File: config.mk
export PLATFORM = sky130hd
export DESIGN_NAME = gray_to_bin_rx
export DESIGN_NICKNAME = d
export VERILOG_FILES = /design/src/rtl/gray_to_bin_rx.sv
export SDC_FILE = /design/constraint.sdc
export NUM_CORES = 1
export LEC_CHECK = 0
export ABC_AREA = 1
export BUFFER_PORTS_ARGS = -buffer_cell sky130_fd_sc_hd__buf_4
export CAP_MARGIN = 5
export CORE_MARGIN = 2
export CORE_UTILIZATION = 45
export DETAILED_ROUTE_END_ITERATION = 10
export PLACE_DENSITY = 0.74
export SETUP_SLACK_MARGIN = 0.3
export SLEW_MARGIN = 15
export SYNTH_ARGS = -nofsm -noshare
export SYNTH_HDL_FRONTEND = slang
export SYNTH_SLANG_ARGS = --single-unit
File: constraint.sdc
create_clock -name clk -period 3.3 [get_ports clk]
set_input_delay 0.165 -clock clk [delete_from_list [all_inputs] [get_ports clk]]
set_output_delay 0.165 -clock clk [all_outputs]
set_load 0.01 [all_outputs]
File: src/rtl/gray_to_bin_rx.sv
// Receive side of a Gray-coded link: synchronizes an asynchronous Gray word, decodes it
// to binary and tracks it, classifying each change as +1, -1 or an illegal jump.
//
// state | meaning
// ------+-----------------------------------------------------------------
// FILL  | after reset, waits SYNC_STAGES+1 cycles for the sync chain to fill
// IDLE  | tracking disabled; b_out still follows the input, no pulses
// ACQ   | takes the current decoded value as the reference, no step check
// TRACK | locked; every change is checked as +1, -1 or illegal jump

module gray_to_bin_rx #(
  parameter int W           = 4,
  parameter int SYNC_STAGES = 2
) (
  input  logic         clk,
  input  logic         rst,
  input  logic         en,
  input  logic [W-1:0] g_in,
  output logic [W-1:0] b_out,
  output logic         b_vld,
  output logic         inc,
  output logic         dec,
  output logic         err,
  output logic [7:0]   err_cnt,
  output logic         locked
);

  localparam int CW = $clog2(SYNC_STAGES + 1);

  typedef enum logic [1:0] {
    FILL  = 2'd0,
    IDLE  = 2'd1,
    ACQ   = 2'd2,
    TRACK = 2'd3
  } state_t;

  state_t         state, state_nx;
  logic [CW-1:0]  fill_cnt;
  logic [W-1:0]   sync_q [SYNC_STAGES];
  logic [W-1:0]   gs;
  logic [W-1:0]   bn;
  logic [W-1:0]   diff;
  logic           step_chk;
  logic           step_up;
  logic           step_dn;
  logic           jump;
  logic           inc_nx;
  logic           dec_nx;
  logic           err_nx;

  // Synchronizer runs regardless of en so the chain is always current.
  always_ff @(posedge clk) begin
    if (rst) begin
      for (int i = 0; i < SYNC_STAGES; i++) begin
        sync_q[i] <= '0;
      end
    end else begin
      sync_q[0] <= g_in;
      for (int i = 1; i < SYNC_STAGES; i++) begin
        sync_q[i] <= sync_q[i-1];
      end
    end
  end

  assign gs = sync_q[SYNC_STAGES-1];

  // Binary bit i is the XOR of Gray bits i..W-1.
  always_comb begin
    bn = '0;
    for (int i = 0; i < W; i++) begin
      bn[i] = ^(gs >> i);
    end
  end

  assign diff     = bn - b_out;
  assign step_chk = en && (state == TRACK);
  assign step_up  = (diff == W'(1));
  assign step_dn  = (diff == {W{1'b1}});
  assign jump     = (diff != '0) && !step_up && !step_dn;

  always_ff @(posedge clk) begin
    if (rst) begin
      state <= FILL;
    end else begin
      state <= state_nx;
    end
  end

  always_comb begin
    state_nx = state;
    inc_nx   = 1'b0;
    dec_nx   = 1'b0;
    err_nx   = 1'b0;
    case (state)
      FILL: begin
        if (fill_cnt == '0) begin
          state_nx = en ? ACQ : IDLE;
        end
      end
      IDLE: begin
        if (en) begin
          state_nx = ACQ;
        end
      end
      ACQ: begin
        state_nx = en ? TRACK : IDLE;
      end
      TRACK: begin
        if (!en) begin
          state_nx = IDLE;
        end else if (jump) begin
          state_nx = ACQ;
        end
      end
      default: state_nx = FILL;
    endcase
    if (step_chk) begin
      inc_nx = step_up;
      dec_nx = step_dn;
      err_nx = jump;
    end
  end

  always_ff @(posedge clk) begin
    if (rst) begin
      fill_cnt <= CW'(SYNC_STAGES);
      b_out    <= '0;
      inc      <= 1'b0;
      dec      <= 1'b0;
      err      <= 1'b0;
      err_cnt  <= 8'd0;
    end else begin
      if (state == FILL && fill_cnt != '0) begin
        fill_cnt <= fill_cnt - CW'(1);
      end
      if (state != FILL) begin
        b_out <= bn;
      end
      inc <= inc_nx;
      dec <= dec_nx;
      err <= err_nx;
      if (err_nx && err_cnt != 8'hFF) begin
        err_cnt <= err_cnt + 8'd1;
      end
    end
  end

  assign b_vld  = (state == ACQ) || (state == TRACK);
  assign locked = (state == TRACK);

endmodule

=== Word-level counts from Yosys, hierarchy flattened ===
Memory sizes are Yosys's and may differ from the RTL's.
Cells that the tools add are included.

* Add/sub/neg operators: 3
* Equal/unequal tests: 9
* Mux-type cells: 13
* Bitwise logic cells: 3
* Reduce and logical (&&, ||, !) cells: 19

{| class="wikitable"
|+ Operators by type and width
! kind !! number
|-
| $reduce_xor 4->1 || 4
|-
| $mux 2 || 6
|-
| $add 8x1->8 const B || 1
|-
| $mux 4 || 2
|-
| $ne 8x8->1 const B || 1
|-
| $pmux 2 s4 || 1
|-
| $logic_and 1x1->1 || 5
|-
| $eq 2x2->1 const B || 2
|-
| $eq 4x1->1 const B || 1
|-
| $eq 4x4->1 const B || 1
|-
| $logic_not 2->1 || 2
|-
| $mux 1 || 4
|-
| $ne 2x2->1 const B || 2
|-
| $reduce_bool 2->1 || 2
|-
| $reduce_bool 4->1 || 1
|-
| $sub 4x4->4 || 1
|-
| $ne 3x2->1 const B || 1
|-
| $reduce_and 3->1 || 1
|-
| $eq 2x1->1 const B || 1
|-
| $logic_not 1->1 || 2
|-
| $or 1x1->1 || 2
|-
| $reduce_or 2->1 || 1
|-
| $sub 2x1->2 const B || 1
|-
| $logic_or 1x1->1 || 1
|-
| $not 1->1 || 1
|}

* Register bits after elaboration: 19
* Memory bits (writable): 8
* Input port bits: 7
* Word-level logic and storage cells: 55
* Memories kept: 1

{| class="wikitable"
|+ Memory list
! name !! depth !! width !! read ports !! clocked after memory_dff !! write ports !! RTL line !! source
|-
| sync_q || 2 || 4 || 2 || 0 || 2 || 39 || <nowiki>logic [W-1:0] sync_q [SYNC_STAGES];</nowiki>
|}

=== Depth between registers and ports, before layout ===
Gate-level depths: netlist of run 1.

* Depth after elaboration: 9
* Mapped depth: 18

=== Worst setup path after synthesis of run 1 ===
No wires, ideal clock.

* Path type: reg-to-reg
* Start: memory sync_q[1][3] (netlist: sync_q[0][7])
* End: register state[0]
* Library setup time: 115 ps
* Arrival: 2375 ps
* Data required time: 3185 ps
* Slack: 810 ps
* Stages on the path, launching flop included: 15
* Buffers on the path: 1
* Clock period less this slack: 2490 ps
* Cells stage by stage: dfxtp_1 xor2_2 xor2_2 xor2_1 inv_1 ha_1 inv_1 fa_1 a21oi_1 nand3_1 buf_2 nand2_2 nand2_2 a21oi_1 nor2_1

{| class="wikitable"
|+ RTL lines
! element !! RTL line !! source
|-
| start: declaration || 39 ||
|-
| end signal: assignment || 85 || <nowiki>state <= state_nx;</nowiki>
|-
| end: declaration || 37 || <nowiki>state_t state, state_nx;</nowiki>
|}

==> results.yml, run 1 <==
run_status:
  status: "finished, final reports clean"
timing:
  slew_viol_final: 0
  setup_ws_ps: 582.9
  min_period_over_period_pct: 82.34
  max_slew.worst_pin.slew_ps: 331.5
  final-hold-violation-count: 0
  fmax_ghz: 0.3680
  fin_crit_period_ps: 2717
  setup_viol: 0
  rsz0062_at_grt: "false"
  max-slew-margin-rel_pct: 77.88
  setup_tns_ps: 0
  smallest_hold_slack_ps: 28.17
  finalClockSkew_ps: 7.134
cells_and_area:
  drive_gt1_share_pct: 17.13
  layout.core_utilization_pct: 54.58
  fillers: 297
  num_antenna_cells: 0
  synthToLayoutAreaGrowth_pct: 16.96
  finish.net_count: 234
  final_area_um2: 1639
placed_design:
  portBuffers: 23
  gp_congestion: 0.7801
  detailedPlace.worstSlack_ps: 360.4
  dpl.hpwl_mm: 1.922
  placement_stage_cell_area_um2: 1595
hold_path:
  hp-start: "g_in[3]"
  hold_depth: 3
  hold_path_end: "sync_q[0][3]"
  holdCritPathClass: "in -> reg"
synthesis:
  synthesis.instances: 193
  synth_top_area_share_pct: 38.57
  seq_area_frac_synth_pct: 38.57
  async_flop_share_pct: 0
  synth.lib_cells_used.distinct: 22
  synth_edf_count: 0
  syn_avg_cell_area_um2: 7.261
  cell_area_after_synthesis_um2: 1401
  ys_seq_elements: 27
  netlist_top_cells_area: "sky130_fd_sc_hd__dfxtp_1 39%, sky130_fd_sc_hd__inv_1 10%, sky130_fd_sc_hd__nand2_1 9.6%"
  synthesis.yosys.warnings: 0
  yosys_most_used_dff: "sky130_fd_sc_hd__dfxtp_1"
  synth_largest_area_cell: "sky130_fd_sc_hd__dfxtp_1"
  synth.net_count: 210
drt:
  via_per_inst: 4.799
  residual_drc: 0
  wirelength_mm: 2.490
  post_drt_wl_per_cell_um: 10.00
  ant_nets: 0
  via_count: 1195
  drt_pass1_iterations: 4
  dr.first_iter.drc_count: 43
clocking:
  h-tree-depth: 1
  numCtsBuffers: 3
  clock_tree_from_tritoncts: "yes"
  postCtsHoldBufs: 0
  cts_setup_buffers: 0
  clk_path_buf_depth: 2
  clkSinkCount: 27
  root_buffer_selected_by_cts: "sky130_fd_sc_hd__clkbuf_4"
  path_clk_slew_ps: 140
  worstSkewPairLatency_ps: 320
die:
  die_area_um2: 3577
  cell_rows: 20
  die_width_um: 59.81
  die_y_um: 59.81
  design.core.area_um2: 3003
  pin_count: 24
  initial_core_util_pct: 46.67
setup_path:
  worst_ep_required_time_ps: 3520
  worst-endpoint-arrival_ps: 2940
  timing.setup.critical_path_class: "reg -> reg"
  worst_r2r_path_depth: 13
  endpoint_kind: "flip-flop"
  crit_path_start_kind: "flip-flop"
  timing.rr.start: "sync_q[0][7]"
  rr_endpoint: "state[0]"
  reg2reg_slack_ps: 580
  critPathMaxFanout: 11
global_routing:
  number_of_global_route_vias_before_repair: 1021
  grt_start_max_net_pins: 21
  grt_antenna_before_repair: 0
  globalRouteOverflowTotal: 0
  first_pass_grt_wire_length_mm: 4.243
  globalRouteTotalUtil_pct: 15.58
flow_run:
  max_cap_violations: 0
power:
  power.ir.vdd_worst_mv: 0.3282
  cellLeakagePower_nw: 0.8363
  powerDensity_nw_per_um2: 636.3
routing by layer:
layer  GRT usage, %  vias up  share of wire [%]
met2          22.52       18                 43
met4          6.984        0                2.1
met1          22.34      524                 52
met3          3.030        5                3.3
met5              0        -                  0
li1               -      648                  -
cells in the mapped netlist, types with 2 or more instances:
master                      n
sky130_fd_sc_hd__a21oi_1   17
sky130_fd_sc_hd__clkbuf_1   2
sky130_fd_sc_hd__dfxtp_1   27
sky130_fd_sc_hd__ha_1       9
sky130_fd_sc_hd__inv_1     39
sky130_fd_sc_hd__nand2_1   36
sky130_fd_sc_hd__nand2_2    2
sky130_fd_sc_hd__nand3_1   11
sky130_fd_sc_hd__nand4_1    9
sky130_fd_sc_hd__nor2_1    18
sky130_fd_sc_hd__nor3_1     2
sky130_fd_sc_hd__o21ai_0    6
sky130_fd_sc_hd__xnor2_1    2
sky130_fd_sc_hd__xor2_1     4
sky130_fd_sc_hd__xor2_2     2
flip-flops by register name, summed over array words and instances, names as in the netlist:
name / count
inc: 1
dec: 1
fill_cnt: 2
err_cnt: 8
sync_q: 8
state: 2
b_out: 4
err: 1
stage by stage:
stage,std cells,power [mW]
2_1_floorplan,193,0.7815
3_3_place_gp,245,0.8899
3_5_place_dp,245,0.8976
4_1_cts,249,1.037
5_1_grt,249,1.145
6_report,249,1.043
cells by family after synthesis:
kind of cell	synth area share [%]
flip-flops	38.57
XOR/XNOR	6.071
AND/OR/NAND/NOR	24.91
buffers and inverters	11.88
adder cells (fa/ha/maj)	9.464
AO/OA/AOI/OAI	9.107
critical path, stage by stage, from the launching register on:
cell	delay, ps
sky130_fd_sc_hd__dfxtp_2	410
sky130_fd_sc_hd__xor2_2	220
sky130_fd_sc_hd__xor2_2	210
sky130_fd_sc_hd__xor2_1	210
sky130_fd_sc_hd__inv_1	60
sky130_fd_sc_hd__ha_1	170
sky130_fd_sc_hd__inv_1	80
sky130_fd_sc_hd__fa_1	430
sky130_fd_sc_hd__a21oi_1	170
sky130_fd_sc_hd__nand3_2	230
sky130_fd_sc_hd__nand2_2	150
sky130_fd_sc_hd__nand2_2	80
sky130_fd_sc_hd__a21oi_1	140
sky130_fd_sc_hd__nor2_1	60
worst max-delay path by stage:
stage                             from  cells past startpoint  slack (ps)         end
after floorplan           sync_q[0][7]                     14         810    state[0]
after global placement    sync_q[0][7]                     12         450  err_cnt[5]
after detailed placement  sync_q[0][7]                     12         360  err_cnt[6]
after CTS                 sync_q[0][7]                     12         330  err_cnt[6]
after global routing      sync_q[0][7]                     13         350    state[1]
final                     sync_q[0][7]                     13         580    state[0]
cells in the final DEF, fill, tap and decap left out:
cell type and instances:
sky130_fd_sc_hd__ha_1 9, sky130_fd_sc_hd__buf_4 23, sky130_fd_sc_hd__xor2_1 4, sky130_fd_sc_hd__fa_1 1, sky130_fd_sc_hd__nand4_1 9, sky130_fd_sc_hd__dfxtp_2 1
sky130_fd_sc_hd__or2_2 1, sky130_fd_sc_hd__xnor2_1 2, sky130_fd_sc_hd__nand2_1 36, sky130_fd_sc_hd__inv_1 39, sky130_fd_sc_hd__nor2_1 18, sky130_fd_sc_hd__a22oi_1 1
sky130_fd_sc_hd__a21oi_1 17, sky130_fd_sc_hd__dfxtp_1 26, sky130_fd_sc_hd__nor2_2 1, sky130_fd_sc_hd__nand3_1 8, sky130_fd_sc_hd__clkbuf_4 3, sky130_fd_sc_hd__nand3_2 3
sky130_fd_sc_hd__o21ai_0 6, sky130_fd_sc_hd__clkinv_2 1, sky130_fd_sc_hd__o21ai_1 1, sky130_fd_sc_hd__nor3_1 2, sky130_fd_sc_hd__nand2_2 2, sky130_fd_sc_hd__xor2_2 2
layout make-up:
cell class	count	area [um2]	share of cell area, %
clock buffers	3	22.52	1.374
clock inverters	1	5.005	0.3053
inverters	39	146.4	8.931
multi-input cells	123	709.4	43.28
flip-flops and latches	27	541.8	33.05
well taps	33	41.29	2.519
repair buffers	23	172.7	10.53
power breakdown:
part           internal [mW]  switching (mW)
clock                 0.0454          0.0920
combinational          0.193           0.304
sequential             0.375          0.0338
repair_timing:
action,CTS,global route
endpoints found under the hold margin,0,0
endpoints found under the setup margin,0,10
resized for setup,0,4
Power figures use the tool's default switching activity.
==> run 2, diff against run 1 <==
- PLACE_DENSITY: 0.74 -> 0.77
- clock period: 3.3 -> 2.3 ns (I/O delays scaled with it)
==> run 2 against run 1 <==
Net effect:
- the run now ends with negative setup slack left
- via count rose by 9.1%
- register-to-register slack got worse by 760 ps
- clock power rose by 53%
- final area rose by 15%
- sequential share of layout area fell by 4.0 points
- global-route usage rose by 2.3 points
- cell count rose by 7.6%
- combinational power rose by 100%
- maximum frequency rose by 9.8%
- utilization rose by 8.3 points
- sequential cell count did not move
- highest routed layer unchanged
==> results.yml, run 2 (same netlist as run 1, synthesis figures left out) <==
clocking:
  root_buffer_selected_by_cts: "sky130_fd_sc_hd__clkbuf_4"
  clkSinkCount: 27
  clk_path_buf_depth: 2
  worstSkewPairLatency_ps: 330
  h-tree-depth: 1
  clock_tree_from_tritoncts: "yes"
  path_clk_slew_ps: 150
  numCtsBuffers: 3
flow_run:
  max_cap_violations: 0
cells_and_area:
  num_antenna_cells: 0
  area_of_the_multi_input_gates_um2: 794.5
  layout.core_utilization_pct: 62.83
  drive_gt1_share_pct: 27.66
  layout.area.seq_um2: 548.0
  final_common_cell: "sky130_fd_sc_hd__inv_1"
  fillers: 244
  finish.net_count: 253
  layout_top_registers: "err_cnt: 8 flops, sync_q: 8 flops, b_out: 4 flops"
  final_cell_count_no_fill: 268
  synthToLayoutAreaGrowth_pct: 34.64
  final_cell_mix: "38 x sky130_fd_sc_hd__inv_1, 37 x sky130_fd_sc_hd__buf_4, 32 x sky130_fd_sc_hd__nand2_1"
setup_path:
  worst_r2r_path_depth: 12
  timing.setup.critical_path_class: "reg -> reg"
  timing.rr.start: "sync_q[0][7]"
  crit_path_start_kind: "flip-flop"
  timing.critical_path.slowest_cell_delay_ps: 450
  critPathMaxFanout: 8
  rr_endpoint: "err_cnt[5]"
  endpoint_kind: "flip-flop"
  worst_ep_required_time_ps: 2530
  timing.critical_path.slowest_stage_cell: "sky130_fd_sc_hd__fa_2"
  worst-endpoint-arrival_ps: 2700
  crit_chain: "xor2_4 > xor2_2 > xor2_1 > inv_1 > ha_2 > inv_2 > fa_2 > a21oi_2 > nand3_4 > buf_4 > nand4_1 > a21oi_1"
  reg2reg_slack_ps: -180
hold_path:
  hold_path_end: "sync_q[0][7]"
  hold_depth: 2
  hp-start: "rst"
  holdCritPathClass: "in -> reg"
timing:
  finalClockSkew_ps: 4.180
  min_period_over_period_pct: 107.6
  final-hold-violation-count: 0
  fmax_ghz: 0.4039
  max-slew-margin-rel_pct: 83.80
  setup_ws_ps: -175.6
  slew_viol_final: 0
  rsz0062_at_grt: "true"
  setup_viol: 12
  smallest_hold_slack_ps: 86.05
  fin_crit_period_ps: 2476
  max_slew.worst_pin.slew_ps: 242.1
placed_design:
  gp_congestion: 0.8315
  portBuffers: 23
  dpl.hpwl_mm: 2.075
  place.detailed.instances: 254
  detailedPlace.worstSlack_ps: -267.1
power:
  cellLeakagePower_nw: 0.9480
  powerDensity_nw_per_um2: 954.0
  power.ir.vdd_worst_mv: 0.4004
  power_mw: 1.800
global_routing:
  number_of_global_route_vias_before_repair: 1147
  globalRouteTotalUtil_pct: 17.88
  globalRouteOverflowTotal: 0
  first_pass_grt_wire_length_mm: 4.974
  grt_antenna_before_repair: 0
  grt_start_max_net_pins: 21
drt:
  post_drt_wl_per_cell_um: 11.25
  residual_drc: 0
  drt_pass1_iterations: 4
  via_per_inst: 4.866
  wirelength_mm: 3.016
  ant_nets: 0
  via_count: 1304
  dr.first_iter.drc_count: 48
die:
  design.core.area_um2: 3003
  pin_count: 24
  die_y_um: 59.81
  cell_rows: 20
  initial_core_util_pct: 46.67
  die_width_um: 59.81
  die_area_um2: 3577
run_status:
  violations_in_the_final_reports: "negative setup slack"
  status: "finished with violations"
-- run 2: through the flow --
step / instance area [um2] / TNS (ps)
global route: 1887 / -3859
detailed placement: 1684 / -2538
floorplan: 1433 / -320.4
global placement: 1684 / -1975
CTS: 1805 / -1354
finish: 1887 / -1876
-- run 2: layer usage --
metal	vias to the layer above	GRT usage, %	wire, um
met2	21	29.81	1474
met4	0	3.810	17
met3	2	2.597	64
li1	687	-	-
met1	594	24.47	1459
met5	-	0	0
-- run 2: cell type report --
| cell class | count | area share (%) |
|---|---|---|
| Clock inverter | 1 | 0.2653 |
| Clock buffer | 3 | 1.194 |
| Multi-Input combinational cell | 123 | 42.11 |
| Inverter | 39 | 7.759 |
| Tap cell | 33 | 2.188 |
| Timing Repair Buffer | 42 | 17.44 |
| Sequential cell | 27 | 29.05 |
-- run 2: what timing repair did --
| action | in CTS | in global routing |
|---|---|---|
| cloned | 0 | 0 |
| pin swaps | 10 | 8 |
| setup endpoints to repair | 13 | 13 |
| buffers inserted | 3 | 3 |
| resized for setup | 7 | 14 |
| hold endpoints to repair | 4 | 0 |
| hold buffers | 4 | 0 |
-- run 2: worst max-delay path, delay by kind of cell (launching register included) --
| kind | cells | cell delay [ps] |
|---|---|---|
| simple gates | 2 | 210 |
| fa+ha+maj | 2 | 620 |
| flops | 1 | 400 |
| xor+xnor | 3 | 580 |
| buf+inv | 3 | 320 |
| compound gates | 2 | 230 |
-- run 2: power by group --
part | internal (mW) | switching, mW | total (mW)
Clock | 0.0653 | 0.144 | 0.209
Combinational | 0.436 | 0.568 | 1.00
Sequential | 0.537 | 0.0502 | 0.587
Total | 1.04 | 0.762 | 1.80
-- run 2: worst max-delay path by stage --
stage	from	endpoint	slack, ps	cells past startpoint
floorplan	sync_q[0][7]	state[0]	-110	14
global placement	sync_q[0][6]	err_cnt[6]	-240	13
detailed placement	sync_q[0][6]	err_cnt[6]	-270	13
CTS	sync_q[0][7]	err_cnt[2]	-130	13
global route	sync_q[0][7]	err_cnt[5]	-340	12
finish	sync_q[0][7]	err_cnt[5]	-180	12
==> run 3, diff against run 2 <==
- ABC_AREA: 1 -> 0
==> run 3 against run 2 <==
Net effect:
- the run still ends with negative setup slack left
- global-route usage shrank 0.44 points
- critical endpoint is now err_cnt[4]
- sequential power decreased by 4.4%
- synthesized area decreased by 6.2%
- largest cell class unchanged
- critical path depth up 1
==> results.yml, run 3 <==
global_routing:
  globalRouteOverflowTotal: 0
  grt_util_met1_pct: 23.01
  number_of_global_route_vias_before_repair: 1058
  grt_peak_use_layer: "met2"
  grt.met2_usage_pct: 29.06
  grt_start_max_net_pins: 32
  first_pass_grt_wire_length_mm: 4.636
  globalRouteTotalUtil_pct: 17.44
  groute.layer.met3.usage_pct: 2.232
  grt_antenna_before_repair: 0
setup_path:
  timing.rr.start: "sync_q[0][6]"
  worst_ep_required_time_ps: 2530
  crit_path_start_kind: "flip-flop"
  timing.setup.critical_path_class: "reg -> reg"
  crit_chain: "xor2_2 > xnor2_2 > xor2_1 > ha_2 > inv_2 > fa_2 > xor2_2 > and3b_2 > nor2_1 > mux2i_1 > buf_4 > nor2_4 > mux2_4"
  critPathMaxFanout: 5
  critical-path-top-cell-by-count: "sky130_fd_sc_hd__xor2_2"
  worst_r2r_path_depth: 13
  reg2reg_slack_ps: -520
  endpoint_kind: "flip-flop"
  worst-endpoint-arrival_ps: 3050
  timing.critical_path.slowest_stage_cell: "sky130_fd_sc_hd__dfxtp_2"
  rr_endpoint: "err_cnt[4]"
  timing.critical_path.slowest_cell_delay_ps: 350
drt:
  via_count: 1100
  post_drt_wl_per_cell_um: 13.25
  wirelength_mm: 2.769
  via_per_inst: 5.263
  ant_nets: 0
  residual_drc: 0
  drt_pass1_iterations: 4
  dr.first_iter.drc_count: 20
synthesis:
  ys_seq_elements: 27
  synth_edf_count: 0
  synth.lib_cells_used.distinct: 38
  synthesis.yosys.warnings: 0
  synth_largest_area_cell: "sky130_fd_sc_hd__dfxtp_1"
  synthesis.instances: 141
  synth_top_area_share_pct: 41.10
  syn_avg_cell_area_um2: 9.326
  seq_area_frac_synth_pct: 41.10
  async_flop_share_pct: 0
  yosys_most_used_dff: "sky130_fd_sc_hd__dfxtp_1"
  post-synth-top-count-cell: "sky130_fd_sc_hd__dfxtp_1"
  synth.net_count: 158
  netlist_top_cells_area: "sky130_fd_sc_hd__dfxtp_1 41%, sky130_fd_sc_hd__ha_1 8.6%, sky130_fd_sc_hd__nor2_1 5.7%"
  synth_commonest_cells: "27 x sky130_fd_sc_hd__dfxtp_1, 20 x sky130_fd_sc_hd__nor2_1, 12 x sky130_fd_sc_hd__nor2b_1"
  cell_area_after_synthesis_um2: 1315
run_status:
  violations_in_the_final_reports: "negative setup slack"
  status: "finished with violations"
placed_design:
  dpl.hpwl_mm: 1.810
  gp_congestion: 0.7376
  portBuffers: 23
  placement_stage_cell_area_um2: 1583
clocking:
  clock_tree_from_tritoncts: "yes"
  root_buffer_selected_by_cts: "sky130_fd_sc_hd__clkbuf_4"
  numCtsBuffers: 3
  path_clk_slew_ps: 150
  h-tree-depth: 1
  clkSinkCount: 27
  worstSkewPairLatency_ps: 320
  clk_path_buf_depth: 2
timing:
  slew_viol_final: 0
  max-slew-margin-rel_pct: 73.53
  fmax_ghz: 0.3551
  setup_ws_ps: -515.8
  rsz0062_at_grt: "true"
  final-hold-violation-count: 0
  smallest_hold_slack_ps: 3.897
  fin_crit_period_ps: 2816
  setup_viol: 12
  setup_tns_ps: -5446
  min_period_over_period_pct: 122.4
  max_slew.worst_pin.slew_ps: 394.2
  finalClockSkew_ps: 8.846
cells_and_area:
  layout.core_utilization_pct: 64.02
  layout_top_registers: "err_cnt: 8 flops, sync_q: 8 flops, b_out: 4 flops"
  drive_gt1_share_pct: 37.64
  final_area_um2: 1765
  synthToLayoutAreaGrowth_pct: 34.25
  final_cell_mix: "34 x sky130_fd_sc_hd__buf_4, 25 x sky130_fd_sc_hd__dfxtp_1, 16 x sky130_fd_sc_hd__nor2_1"
  final_common_cell: "sky130_fd_sc_hd__buf_4"
  finish.net_count: 196
  fillers: 213
  num_antenna_cells: 0
die:
  die_y_um: 58.06
  pin_count: 24
  initial_core_util_pct: 47.69
  design.core.area_um2: 2758
  die_width_um: 58.06
  cell_rows: 19
  die_area_um2: 3370
hold_path:
  hold_path_end: "sync_q[0][0]"
  holdCritPathClass: "in -> reg"
  hold_depth: 2
  hp-start: "g_in[0]"
power:
  cellLeakagePower_nw: 0.7573
  powerDensity_nw_per_um2: 878.2
  power.ir.vdd_worst_mv: 0.6181
  power_mw: 1.550
flow_run:
  max_cap_violations: 0
## run 3: cell types whose count changed after synthesis, sizes merged, moves of 4 or more
cell / change
nand2: -34
mux2: +4
a21oi: -9
inv: -29
nand3: -9
mux2i: +4
o21ai: -4
nor2b: +12
nand4: -8
## run 3: worst max path at each step
stage | from | end | slack (ps)
final | sync_q[0][6] | err_cnt[4] | -520
after global routing | sync_q[0][6] | err_cnt[2] | -620
after CTS | sync_q[0][7] | err_cnt[5] | -510
after detailed placement | sync_q[0][6] | err_cnt[5] | -550
after global placement | sync_q[0][6] | err_cnt[5] | -460
after floorplan | sync_q[0][7] | err_cnt[4] | -380
## run 3: repair_timing
action	4_1_cts	5_1_grt
cloned	1	0
hold buffers	3	0
pin swaps	12	10
setup buffers	2	2
setup endpoints to repair	13	13
resized for setup	14	8
hold endpoints to repair	3	0
## run 3: worst max-delay path, delay by kind of cell, from the launching register on
family / cells / cell delay, ps
buffers and inverters: 2 / 220
AND/OR/NAND/NOR: 3 / 450
multiplexers: 2 / 390
adder cells (fa/ha/maj): 2 / 570
XOR/XNOR: 4 / 760
flip-flops: 1 / 350
## run 3: report_power, final
part / switching, mW / internal, mW
clock: 0.137 / 0.0678
combinational: 0.403 / 0.382
sequential: 0.0370 / 0.524
## run 3: layer usage
layer	part of all wire (%)	up-vias
li1	-	547
met1	47	531
met2	50	18
met3	2.4	4
met4	1.0	0
met5	0	-
## run 3: final cells by class
class	instances	area, um2	share of cell area, %
Timing Repair Buffer	38	296.5	16.80
Tap cell	31	38.79	2.197
Sequential cell	27	543.0	30.76
Clock buffer	4	26.28	1.488
Inverter	10	37.54	2.126
Multi-Input combinational cell	99	823.3	46.63
## run 3: metrics by stage
stage	setup WS, ps	instances
after floorplan	-381.2	141
after global placement	-457.6	197
after detailed placement	-551.4	197
after CTS	-513.9	207
after global routing	-619.1	209
final	-515.8	209
## run 3: kinds of logic (layout without fill, tap and decap cells)
kind of cell	count (synthesis)	after routing	synth area share (%)
muxes	8	8	6.470
AOI/OAI and AO/OA	20	20	10.18
xor gates and xnor gates	8	8	5.900
buffers and inverters	15	52	4.852
DFF	27	27	41.10
adders and majority gates	10	10	10.09
and+or+nand+nor	53	53	21.41
